File: config.mk
export PLATFORM = sky130hd
export DESIGN_NAME = button_debouncer
export DESIGN_NICKNAME = d
export VERILOG_FILES = /design/src/rtl/button_debouncer.sv
export SDC_FILE = /design/constraint.sdc
export NUM_CORES = 1
export LEC_CHECK = 0
export ABC_CLOCK_PERIOD_IN_PS = 1500
export BUFFER_PORTS_ARGS = -buffer_cell sky130_fd_sc_hd__buf_2
export CAP_MARGIN = 25
export CELL_PAD_IN_SITES_DETAIL_PLACEMENT = 0
export CELL_PAD_IN_SITES_GLOBAL_PLACEMENT = 1
export CORE_AREA = 2 2 56 58
export CTS_CLUSTER_SIZE = 16
export DETAILED_ROUTE_END_ITERATION = 12
export DIE_AREA = 0 0 58 60
export PLACE_DENSITY = 0.72
export SYNTH_ARGS = -nofsm -noshare
export SYNTH_HDL_FRONTEND = slang
export SYNTH_SLANG_ARGS = --single-unit
File: constraint.sdc
create_clock -name clk -period 1.5 [get_ports clk]
set_input_delay 0.3 -clock clk [delete_from_list [all_inputs] [get_ports clk]]
set_output_delay 0.3 -clock clk [all_outputs]
set_load 0.03 [all_outputs]
File: src/rtl/button_debouncer.sv
// Pushbutton debouncer: 2-FF synchroniser feeding a stability-qualifying FSM.
// Produces a clean active-low level plus a busy flag while a change is pending.
`timescale 1ns/1ps
module button_debouncer #(
    parameter int unsigned STABLE_CYCLES = 250000,
    parameter int unsigned CNT_W         = 18
) (
    input  logic clk,
    input  logic rst,
    input  logic btn_raw,
    output logic long_pulse,
    output logic busy
);

    localparam logic [1:0] ST_RELEASED  = 2'b00;
    localparam logic [1:0] ST_WAIT_LOW  = 2'b01;
    localparam logic [1:0] ST_PRESSED   = 2'b10;
    localparam logic [1:0] ST_WAIT_HIGH = 2'b11;

    localparam logic [CNT_W-1:0] CNT_ONE  = CNT_W'(1);
    localparam logic [CNT_W-1:0] CNT_LAST = CNT_W'(STABLE_CYCLES - 1);

    logic             s1_q;
    logic             s2_q;
    logic [1:0]       state_q;
    logic [1:0]       state_d;
    logic [CNT_W-1:0] cnt_q;
    logic [CNT_W-1:0] cnt_d;

    // Synchroniser resets to the released level so reset never looks like a press.
    always_ff @(posedge clk or posedge rst) begin
        if (rst) begin
            s1_q <= 1'b1;
            s2_q <= 1'b1;
        end else begin
            s1_q <= btn_raw;
            s2_q <= s1_q;
        end
    end

    always_comb begin
        state_d = state_q;
        cnt_d   = cnt_q;
        case (state_q)
            ST_RELEASED: begin
                if (!s2_q) begin
                    state_d = ST_WAIT_LOW;
                    cnt_d   = CNT_ONE;
                end else begin
                    cnt_d   = '0;
                end
            end
            ST_WAIT_LOW: begin
                if (s2_q) begin
                    state_d = ST_RELEASED;
                    cnt_d   = '0;
                end else if (cnt_q == CNT_LAST) begin
                    state_d = ST_PRESSED;
                    cnt_d   = '0;
                end else begin
                    cnt_d   = cnt_q + CNT_ONE;
                end
            end
            ST_PRESSED: begin
                if (s2_q) begin
                    state_d = ST_WAIT_HIGH;
                    cnt_d   = CNT_ONE;
                end else begin
                    cnt_d   = '0;
                end
            end
            ST_WAIT_HIGH: begin
                if (!s2_q) begin
                    state_d = ST_PRESSED;
                    cnt_d   = '0;
                end else if (cnt_q == CNT_LAST) begin
                    state_d = ST_RELEASED;
                    cnt_d   = '0;
                end else begin
                    cnt_d   = cnt_q + CNT_ONE;
                end
            end
            default: begin
                state_d = ST_RELEASED;
                cnt_d   = '0;
            end
        endcase
    end

    always_ff @(posedge clk or posedge rst) begin
        if (rst) begin
            state_q <= ST_RELEASED;
            cnt_q   <= '0;
        end else begin
            state_q <= state_d;
            cnt_q   <= cnt_d;
        end
    end

    // Moore outputs straight from the state register: no path from btn_raw.
    assign long_pulse = (state_q == ST_RELEASED) || (state_q == ST_WAIT_LOW);
    assign busy       = (state_q == ST_WAIT_LOW) || (state_q == ST_WAIT_HIGH);

endmodule
Word level (Yosys, flattened, before mapping). Index checks and enable logic that the tools add are counted.

Output and inout port bits: 2. Word-level logic and storage cells: 30. Register bits: 22.

Reductions and logical operators: 4. Eq/ne operators: 8. Mux-type cells: 13. Add/subtract/negate cells: 1.

Operators with widths (count): 18-bit one-hot mux with 4 select lines (1); 18-bit 2-to-1 mux (3); 18-bit by 1-bit adder with 18-bit output (second input constant) (1); 18-bit equality test (second input constant) (1); 2-bit 2-to-1 mux (6); 2-bit one-hot mux with 4 select lines (1); 3-bit != test (second input constant) (2); 2-bit equality test (second input constant) (2); 2-bit != test (second input constant) (2); 4-bit AND reduction (1); 2-bit by 1-bit equality test with 1-bit output (second input constant) (1); 2-bit zero test (1); 1-bit logical OR (2); 1-bit 2-to-1 mux (2).

Longest topological paths before layout. Gate-level depths: netlist of run 1.

Depth after elaboration: 4. Gate-level depth with buffers: 6. Mapped depth without buffers: 5.

Worst setup path before layout of run 1. Ideal clock, no wire load.

Path kind: reg2reg. From: register cnt_q[9]. To: register cnt_q[5]. Arrival time: 1.559 ns. Path slack: -0.178 ns. Period minus slack after synthesis: 1.678 ns. Stages on the path, launching flop included: 7. Required time: 1.381 ns. Library setup time: 0.119 ns. Path through: dfrtp_1 -> buf_6 -> nor4b_4 -> nand4b_2 -> o311ai_4 -> buf_6 -> nor2_2.

Cells in the longest elaborated chain, start to end: 4.

RTL lines: from (decl) (RTL line 27) `logic [CNT_W-1:0] cnt_q;`; from (signal assigned) (RTL line 96) `cnt_q <= cnt_d;`; 18-bit equality test * (RTL line 57, 76); 18-bit 2-to-1 mux * (RTL line 57, 76); 18-bit 2-to-1 mux, on equally long branches (RTL line 73, 54); 18-bit one-hot mux with 4 select lines * (RTL line 44) `case (state_q)`; net cnt_d[5] (RTL line 28) `logic [CNT_W-1:0] cnt_d;`.

The timed path passes the listed nets; every way through them passes the cells marked *. A chain may end at the register's enable or synchronous reset.

Worst setup path after layout of run 1.
From: register cnt_q[11]. To: register cnt_q[13].

Cells in the longest elaborated chain, start to end: 4.

RTL lines (RTL line): 18-bit by 1-bit adder with 18-bit output / 18-bit equality test (equally long branches); 18-bit 2-to-1 mux * (57, 76); 18-bit 2-to-1 mux, on equally long branches (73, 54); 18-bit one-hot mux with 4 select lines * (44); net cnt_d[13] (28).

Marks and branches as above.

==> results of run 1 <==
[area by class of cell]
| type | count | share of cell area, % |
|---|---|---|
| Clock buffer | 3 | 1.52 |
| Clock inverter | 1 | 2.03 |
| Inverter | 5 | 1.27 |
| Multi-Input combinational cell | 73 | 40.8 |
| Sequential cell | 22 | 37.5 |
| Tap cell | 33 | 2.79 |
| Timing Repair Buffer | 26 | 14.1 |
[worst max-delay path by stage]
| stage | to | start | depth (start not counted) |
|---|---|---|---|
| floorplan | cnt_q[6] | cnt_q[6] | 5 |
| global placement | cnt_q[0] | cnt_q[11] | 4 |
| detailed placement | cnt_q[0] | cnt_q[11] | 4 |
| CTS | cnt_q[13] | cnt_q[11] | 5 |
| global route | cnt_q[7] | cnt_q[11] | 5 |
| finish | cnt_q[13] | cnt_q[11] | 5 |
[state kept, by name (all words and copies together), names as in the netlist, named ones only]
name / flops
state_q: 1
s2_q: 1
cnt_q: 18
s1_q: 1
[layer usage]
metal	GRT usage [%]	up-vias	part of all wire, %
met4	6.98	0	1.2
met1	20.1	425	45
li1	-	418	-
met2	25.5	10	52
met5	0	-	0
met3	1.95	4	1.6
[worst register-to-register path: cells and delay by family, from the launching register on]
family	cells	cell delay, ns
flops	1	0.43
compound gates	1	0.30
simple gates	3	0.57
buf+inv	1	0.21
[cells in the final DEF, fill, tap and decap left out, types with 3 or more instances in the layout]
master	synthesis	routed
buf_4	0	18
buf_2	0	4
inv_1	5	5
clkbuf_4	0	3
nor2_1	5	3
nand4_1	7	7
nand2_1	5	5
xor2_1	9	9
xnor2_1	6	6
nand3_1	5	5
dfrtp_1	20	19
nor2_2	10	11
[cells by family (layout without fill, tap and decap cells)]
family	count (synthesis)	after routing
muxes	1	1
adders and majority gates	1	1
DFF	22	22
AOI/OAI and AO/OA	5	5
and+or+nand+nor	51	51
buffers and inverters	10	35
xor gates and xnor gates	15	15
[repair_timing]
item	CTS	global route
resized for setup	5	4
hold buffers	1	0
endpoints found under the hold margin	5	0
setup endpoints to repair	19	19
pin swaps	2	0
[power by group]
| part | switching, W | internal, W | leakage, nW |
|---|---|---|---|
| combinational | 0.0000409 | 0.0000290 | 0.289 |
| sequential | 0.00000570 | 0.000603 | 0.294 |
| clock | 0.000186 | 0.000270 | 0.0279 |
[stage by stage]
step	setup WS, ns	instances	hold slack (ns)
after detailed placement	-0.114	158	0.279
after global routing	-0.181	163	0.0359
final	-0.106	163	0.0714
after floorplan	-0.0896	105	0.288
after CTS	-0.113	163	0.0601
after global placement	-0.0817	158	0.264
==> qor.csv, run 1 <==
stage,metric,value,unit
outcome,outcome,finished with violations,
outcome,violations,negative setup slack,
die,num_rows,20,
die,initial_core_util,40.6,%
routing,dr.first_iter.drc_count,13,
synthesis,synth-seq-cells,22,
finish,syn2layout_area_growth,25.4,%
setup_path,reg2reg_depth,5,
synthesis,synth_commonest_cells,"dfrtp_1 (20), nor2_2 (10), xor2_1 (9)",
clock_network,clock_latency,0.31,ns
setup_path,crit_fanout,9,
placement,dp_hpwl,1730,µm
clock_network,clkTransAtPathRegs,0.12,ns
timing,min_period_over_period,107,%
clock_network,cts_setup_buffers,0,
timing,hold_viol_final,0,
finish,layout.nets,135,
die,core_area,2900,µm²
synthesis,async_reset_ff_share,100,%
global_route,grt_first_pass_wirelength,3970,µm
synthesis,synthSimpleGateAreaFrac,30.4,%
routing,routedWlPerCell,13.9,µm
timing,period_minus_slack,1.61,ns
die,die_y,60,µm
clock_network,cts.sinks,22,
setup_path,endpoint_kind,flop,
synthesis,synth_compound_area_share,4.56,%
timing,finClkSkew,0.00103,ns
routing,antenna_left,0,
synthesis,syn_inst,105,
setup_path,timing.reg2reg.setup_slack,-0.11,ns
timing,fin_ws,-0.106,ns
hold_path,holdPathStages,1,
synthesis,synthTopCellsByArea,"dfrtp_1 (42%), xor2_1 (6.7%), nor2_2 (5.3%)",
synthesis,netlist-cell-type-count,32,
clock_network,htree_levels,1,
hold_path,hp-start,btn_raw,
flow_run,drv_cap,0,
routing,num_vias,857,
synthesis,yosysSeqAreaShare,46.9,%
global_route,grtUsageTotal,15.4,%
global_route,first_global_vias,869,
die,die_x,58,µm
pwr,total_power,0.00113,W
global_route,globalRouteOverflowTotal,0,
die,dieArea,3480,µm²
finish,layout.area.seq,554,µm²
finish,final_core_util,50.9,%
finish,nFillCells,283,
placement,finalWeightedCongestion,0.759,
pwr,peakVddDrop,549,µV
setup_path,worstPathArrival,1.82,ns
setup_path,crit-reg2reg-launch,cnt_q[11],
clock_network,clock_path_buffers,2,
die,pin_count,5,
setup_path,start_kind,flop,
clock_network,numCtsBuffers,3,
synthesis,yosysTopAreaCell,dfrtp_1,
setup_path,max_stage_delay,0.43,ns
finish,drive_gt1_share,42.3,%
placement,place_area,1380,µm²
routing,drtPass1Iterations,4,
routing,wl,2260,µm
synthesis,synth.mux.area_fraction,0.849,%
timing,slew_violations,0,
clock_network,root_buffer,clkbuf_4,
setup_path,rr_endpoint,cnt_q[13],
synthesis,synth-xor-area-share,11.1,%
synthesis,synth_top_area_share,42.5,%
timing,fin_tns_setup,-1.53,ns
synthesis,synthAdderAreaFrac,1.06,%
placement,portBuffers,4,
global_route,grt_max_degree,16,
timing,worstMarginPinSlew,0.419,ns
timing,fmax,623,MHz
finish,multi_input_comb_area,603,µm²
global_route,antenna_found_initial,0,
routing,avgViaCountPerCell,5.26,
synthesis,synth_top_family_by_area,simple AND/OR/NAND/NOR gates,
synthesis,postSynthNetCount,109,
pwr,p_per_area,768,nW/µm²
timing,slew_headroom,71.9,%
timing,grt_setup_unrepaired,yes,
setup_path,crit_chain,"nor4b_4, nand4b_4, o311ai_4, buf_6, nor2_1",
synthesis,syn_area,1180,µm²
hold_path,min_to,s1_q,
synthesis,synth_edf_count,0,
clock_network,cts_tree,yes,
pwr,cellLeakagePower,0.611,nW
routing,drc,0,
finish,diodes,0,
setup_path,path_delay_family,simple AND/OR/NAND/NOR gates,
synthesis,synth_ff_type,dfrtp_1,
setup_path,cp_num_buf_inv,1,
synthesis,ys_warn_count,0,
hold_path,hold_class,input pin to flop,
timing,setup_viol,18,
setup_path,slowest_stage,dfrtp_1,
setup_path,cp.required,1.71,ns
synthesis,avgSynthCellArea,11.2,µm²
finish,fin_area,1480,µm²
setup_path,criticalPathCategory,flop to flop,
synthesis,synth.most_common_cell,dfrtp_1,
(Power assumes the default switching activity.)
==> run 2: changes to the inputs <==
--- a/config.mk
+++ b/config.mk
@@ -10,11 +10,11 @@
 export CAP_MARGIN = 25
 export CELL_PAD_IN_SITES_DETAIL_PLACEMENT = 0
 export CELL_PAD_IN_SITES_GLOBAL_PLACEMENT = 1
-export CORE_AREA = 2 2 56 58
+export CORE_AREA = 2 2 66 68
 export CTS_CLUSTER_SIZE = 16
 export DETAILED_ROUTE_END_ITERATION = 12
-export DIE_AREA = 0 0 58 60
-export PLACE_DENSITY = 0.72
+export DIE_AREA = 0 0 68 70
+export PLACE_DENSITY = 0.55
 export SYNTH_ARGS = -nofsm -noshare
 export SYNTH_HDL_FRONTEND = slang
 export SYNTH_SLANG_ARGS = --single-unit
==> qor.csv, run 2 (synthesis results as in run 1) <==
stage,metric,value,unit
finish,multi_input_comb_area,607,µm²
placement,place_ws,-0.140,ns
setup_path,crit_fanout,5,
placement,place_inst,176,
setup_path,crit_path_start,cnt_q[6],
timing,slew_headroom,71.7,%
pwr,cellLeakagePower,0.616,nW
die,pin_count,5,
routing,dr.first_iter.drc_count,26,
setup_path,crit-reg2reg-launch,cnt_q[6],
timing,hold_viol_final,0,
finish,drive_gt1_share,43.5,%
clock_network,clock_latency,0.26,ns
routing,drtPass1Iterations,4,
setup_path,crit_chain,"buf_6, and4_4, nand3_2, buf_4, o41ai_1, a21oi_2",
global_route,globalRouteOverflowTotal,0,
finish,layoutNonFillerInstCount,183,
setup_path,crit_end,cnt_q[17],
timing,finClkSkew,0.00170,ns
global_route,antenna_found_initial,0,
routing,wl,2460,µm
die,dieArea,4760,µm²
die,die_y,70,µm
die,die_x,68,µm
global_route,grt_first_pass_wirelength,4220,µm
setup_path,cp.depth,6,
timing,period_minus_slack,1.60,ns
finish,syn2layout_area_growth,28.7,%
clock_network,numCtsBuffers,3,
routing,drc,0,
routing,avgViaCountPerCell,4.69,
setup_path,criticalPathCategory,flop to flop,
clock_network,clkTransAtPathRegs,0.08,ns
die,core_area,4140,µm²
finish,final_core_util,36.6,%
setup_path,start_kind,flop,
setup_path,endpoint_kind,flop,
routing,routed-wl-met2,1260,µm
finish,diodes,0,
global_route,grtUsageTotal,12.1,%
finish,regMostFlops,cnt_q,
die,initial_core_util,28.4,%
placement,portBuffers,4,
hold_path,hold_class,input pin to async pin,
clock_network,htree_levels,1,
clock_network,clock_path_buffers,2,
timing,fin_ws,-0.0993,ns
finish,nFillCells,439,
timing,fmax,625,MHz
setup_path,timing.reg2reg.setup_slack,-0.1,ns
setup_path,rr_endpoint,cnt_q[17],
flow_run,drv_cap,0,
timing,slew_violations,0,
routing,routedWlPerCell,13.5,µm
routing,dr_wl_met3,59,µm
global_route,grt_max_degree,23,
setup_path,slowest_stage,dfrtp_2,
timing,setup_viol,18,
finish,largest_reg_flops,18,
global_route,first_global_vias,894,
outcome,violations,negative setup slack,
timing,min_period_over_period,107,%
placement,dp_hpwl,1810,µm
die,num_rows,24,
finish,layout_common_cells,"dfrtp_1 (19), buf_4 (19), nor2_2 (11)",
clock_network,cts_tree,yes,
setup_path,cp_num_buf_inv,2,
clock_network,cts.sinks,22,
outcome,outcome,finished with violations,
clock_network,root_buffer,clkbuf_8,
setup_path,reg2reg_depth,6,
placement,finalWeightedCongestion,0.726,
routing,antenna_left,0,
routing,num_vias,858,
setup_path,cp.required,1.65,ns
routing,met1_length,1100,µm
setup_path,path_delay_family,compound AO/OA/AOI/OAI gates,
timing,worstMarginPinSlew,0.421,ns
setup_path,worstPathArrival,1.74,ns
timing,grt_setup_unrepaired,yes,
pwr,p_per_area,729,nW/µm²
finish,layout.area.seq,554,µm²
finish,layout.nets,136,
routing,highest_layer,met4,
pwr,peakVddDrop,428,µV
setup_path,max_stage_delay,0.40,ns
-- run 2: area by class of cell --
| class | count | share of cell area, % |
|---|---|---|
| Tap cell | 52 | 4.29 |
| Multi-Input combinational cell | 73 | 40.0 |
| Sequential cell | 22 | 36.6 |
| Clock buffer | 4 | 3.63 |
| Inverter | 5 | 1.24 |
| Timing Repair Buffer | 27 | 14.3 |
-- run 2: worst min-delay path by stage --
stage                     from        end  slack (ns)  cells after the start
after floorplan            rst  async pin        0.29                      1
after global placement     rst   cnt_q[2]        0.35                      3
final                      rst   cnt_q[2]        0.06                      3
after CTS                  rst   cnt_q[9]        0.06                      3
after global routing       rst  cnt_q[17]         0.1                      3
after detailed placement  s1_q       s2_q        0.35                      0
-- run 2: routing by layer --
layer  track usage (%)  vias to the layer above
met3              2.09                        5
met5                 0                        -
met2              19.8                       10
li1                  -                      420
met1              15.5                      423
met4              4.67                        0
-- run 2: worst register-to-register path, stage by stage (launching register included) --
cell	delay, ns
dfrtp_2	0.40
buf_6	0.12
and4_4	0.23
nand3_2	0.11
buf_4	0.15
o41ai_1	0.39
a21oi_2	0.10
-- run 2: report_power, final --
group | leakage (nW) | switching (W) | internal, W | total [W]
combinational | 0.293 | 0.0000387 | 0.0000282 | 0.0000669
clock | 0.0288 | 0.000194 | 0.000234 | 0.000428
sequential | 0.294 | 0.00000733 | 0.000602 | 0.000610
-- run 2: what timing repair did --
item	4_1_cts	5_1_grt
resized for setup	6	4
setup buffers	3	0
cloned	0	0
hold buffers	0	0
pin swaps	6	1
setup endpoints to repair	19	19
-- run 2: stage by stage --
step	power, W	cell area [µm²]	TNS [ns]	hold slack, ns
after floorplan	0.000656	1190	-0.976	0.288
after global placement	0.000683	1400	-0.738	0.351
after detailed placement	0.000683	1400	-1.49	0.350
after CTS	0.00113	1510	-1.43	0.0618
after global routing	0.00116	1520	-2.90	0.0972
final	0.00111	1520	-1.32	0.0579
==> run 3: changes to the inputs <==
--- a/config.mk
+++ b/config.mk
@@ -5,7 +5,7 @@
 export SDC_FILE = /design/constraint.sdc
 export NUM_CORES = 1
 export LEC_CHECK = 0
-export ABC_CLOCK_PERIOD_IN_PS = 1500
+export ABC_CLOCK_PERIOD_IN_PS = 1670
 export BUFFER_PORTS_ARGS = -buffer_cell sky130_fd_sc_hd__buf_2
 export CAP_MARGIN = 25
 export CELL_PAD_IN_SITES_DETAIL_PLACEMENT = 0
@@ -14,7 +14,7 @@
 export CTS_CLUSTER_SIZE = 16
 export DETAILED_ROUTE_END_ITERATION = 12
 export DIE_AREA = 0 0 68 70
-export PLACE_DENSITY = 0.55
+export PLACE_DENSITY = 0.53
 export SYNTH_ARGS = -nofsm -noshare
 export SYNTH_HDL_FRONTEND = slang
 export SYNTH_SLANG_ARGS = --single-unit
==> constraint.sdc (replaced) <==
create_clock -name clk -period 1.67 [get_ports clk]
set_input_delay 0.334 -clock clk [delete_from_list [all_inputs] [get_ports clk]]
set_output_delay 0.334 -clock clk [all_outputs]
set_load 0.03 [all_outputs]
==> qor.csv, run 3 (synthesis results as in run 1) <==
stage,metric,value,unit
clock_network,numCtsBuffers,3,
pwr,clkPwrFrac,39.1,%
global_route,globalRouteOverflowTotal,0,
clock_network,htree_levels,1,
finish,final_core_util,34.7,%
routing,dr_wl_met3,23,µm
clock_network,cts_hold_buf,0,
flow_run,drv_cap,0,
setup_path,crit_fanout,7,
finish,largest_reg_flops,18,
finish,syn2layout_area_growth,21.9,%
placement,portBuffers,4,
timing,min_period_over_period,95.4,%
die,dieArea,4760,µm²
hold_path,hold_class,input pin to async pin,
pwr,switching_power,0.000215,W
die,core_area,4140,µm²
timing,hold_viol_final,0,
outcome,outcome,finished clean,
pwr,sw_frac_of_total,21.8,%
setup_path,worstPathArrival,1.75,ns
setup_path,cp.required,1.82,ns
placement,dp_hpwl,1740,µm
global_route,grt_max_degree,15,
routing,antenna_left,0,
finish,layout.area.seq,554,µm²
timing,grt_setup_unrepaired,yes,
timing,finClkSkew,0.00522,ns
clock_network,cts.sinks,22,
setup_path,start_kind,flop,
routing,num_vias,815,
finish,layout_common_cells,"dfrtp_1 (19), buf_4 (13), nor2_2 (11)",
finish,multi_input_comb_area,603,µm²
routing,avgViaCountPerCell,4.66,
timing,period_minus_slack,1.59,ns
clock_network,clock_path_buffers,2,
global_route,grt_first_pass_wirelength,4170,µm
clock_network,cts_tree,yes,
timing,worstMarginPinSlew,0.431,ns
routing,routed-wl-met2,1180,µm
die,die_x,68,µm
setup_path,endpoint_kind,flop,
die,pin_count,5,
timing,slew_violations,0,
routing,met1_length,1130,µm
pwr,p_int,0.000771,W
global_route,first_global_vias,859,
finish,diodes,0,
pwr,seqPwrFrac,55.4,%
routing,routedWlPerCell,13.5,µm
timing,fmax,627,MHz
die,die_y,70,µm
routing,highest_layer,met4,
setup_path,criticalPathCategory,flop to flop,
die,num_rows,24,
timing,setup_viol,0,
routing,drtPass1Iterations,3,
finish,drive_gt1_share,39.8,%
die,initial_core_util,28.4,%
finish,regMostFlops,cnt_q,
placement,finalWeightedCongestion,0.741,
pwr,p_per_area,686,nW/µm²
clock_network,clkTransAtPathRegs,0.08,ns
global_route,grtUsageTotal,11.4,%
timing,fin_tns_setup,0,ns
finish,layout.cells.most_common,dfrtp_1,
clock_network,root_buffer,clkbuf_8,
routing,drc,0,
routing,wl,2360,µm
routing,dr.first_iter.drc_count,23,
pwr,p_comb_share,5.5,%
clock_network,clock_latency,0.26,ns
finish,nFillCells,446,
global_route,antenna_found_initial,0,
timing,slew_headroom,71.0,%
pwr,peakVddDrop,305,µV
finish,layout.nets,128,
pwr,cellLeakagePower,0.632,nW
run 3: changes by cell type in the layout (fill, tap and decap cells not counted):
| cell | change |
|---|---|
| and4_4 | +1 |
| and4_2 | -1 |
| nor2_1 | -1 |
| buf_4 | -6 |
| ha_4 | -1 |
| nor2_4 | +1 |
| ha_1 | +1 |
| buf_6 | -1 |
| buf_12 | -1 |
run 3: stage by stage:
step / hold slack (ns) / instances / cell area, µm² / power, W / setup slack [ns]
2_1_floorplan: 0.322 / 105 / 1180 / 0.000589 / 0.0586
3_3_place_gp: 0.292 / 169 / 1320 / 0.000608 / 0.0503
3_5_place_dp: 0.302 / 169 / 1320 / 0.000608 / 0.0513
4_1_cts: 0.0190 / 173 / 1380 / 0.000993 / 0.0321
5_1_grt: 0.0465 / 175 / 1440 / 0.00103 / -0.0195
6_report: 0.0187 / 175 / 1440 / 0.000986 / 0.0762
run 3: worst paths after layout:
check	start	end	slack, ns	cells past startpoint
hold reg to reg	s1_q	s2_q	0.36	0
setup / recovery	cnt_q[1]	cnt_q[6]	0.08	5
min in group clk	btn_raw	s1_q	0.17	1
setup reg to reg	cnt_q[1]	cnt_q[6]	0.08	5
max in group asynchronous	rst	cnt_q[5]	1.11	3
hold / removal	rst	cnt_q[2]	0.02	2
run 3: cell type report:
class,instances,area share [%]
Timing Repair Buffer,19,9.76
Clock buffer,4,3.83
Tap cell,52,4.53
Sequential cell,22,38.6
Multi-Input combinational cell,73,42.0
Inverter,5,1.31
run 3: worst max-delay path: stages, from the launching register on:
cell and delay, ns:
dfrtp_1 0.38, ha_1 0.25, nand4_1 0.21, o311ai_4 0.39
buf_6 0.21, nor2_2 0.05
run 3: power groups by stage:
stage	Clock [W]	Sequential (W)	Combinational, W
floorplan	0	0.000557	0.0000324
global placement	0	0.000557	0.0000508
detailed placement	0	0.000557	0.0000514
CTS	0.000395	0.000547	0.0000516
global route	0.000422	0.000548	0.0000610
finish	0.000385	0.000547	0.0000542
run 3: timing repair:
| item | 4_1_cts | 5_1_grt |
|---|---|---|
| endpoints found under the setup margin | 0 | 16 |
| buffers inserted | 0 | 2 |
| gates resized for setup | 0 | 11 |
run 3: metal layers:
layer / track usage [%] / vias to the layer above
li1: - / 403
met1: 15.8 / 409
met2: 18.2 / 1
met3: 1.45 / 2
met4: 3.33 / 0
met5: 0 / -
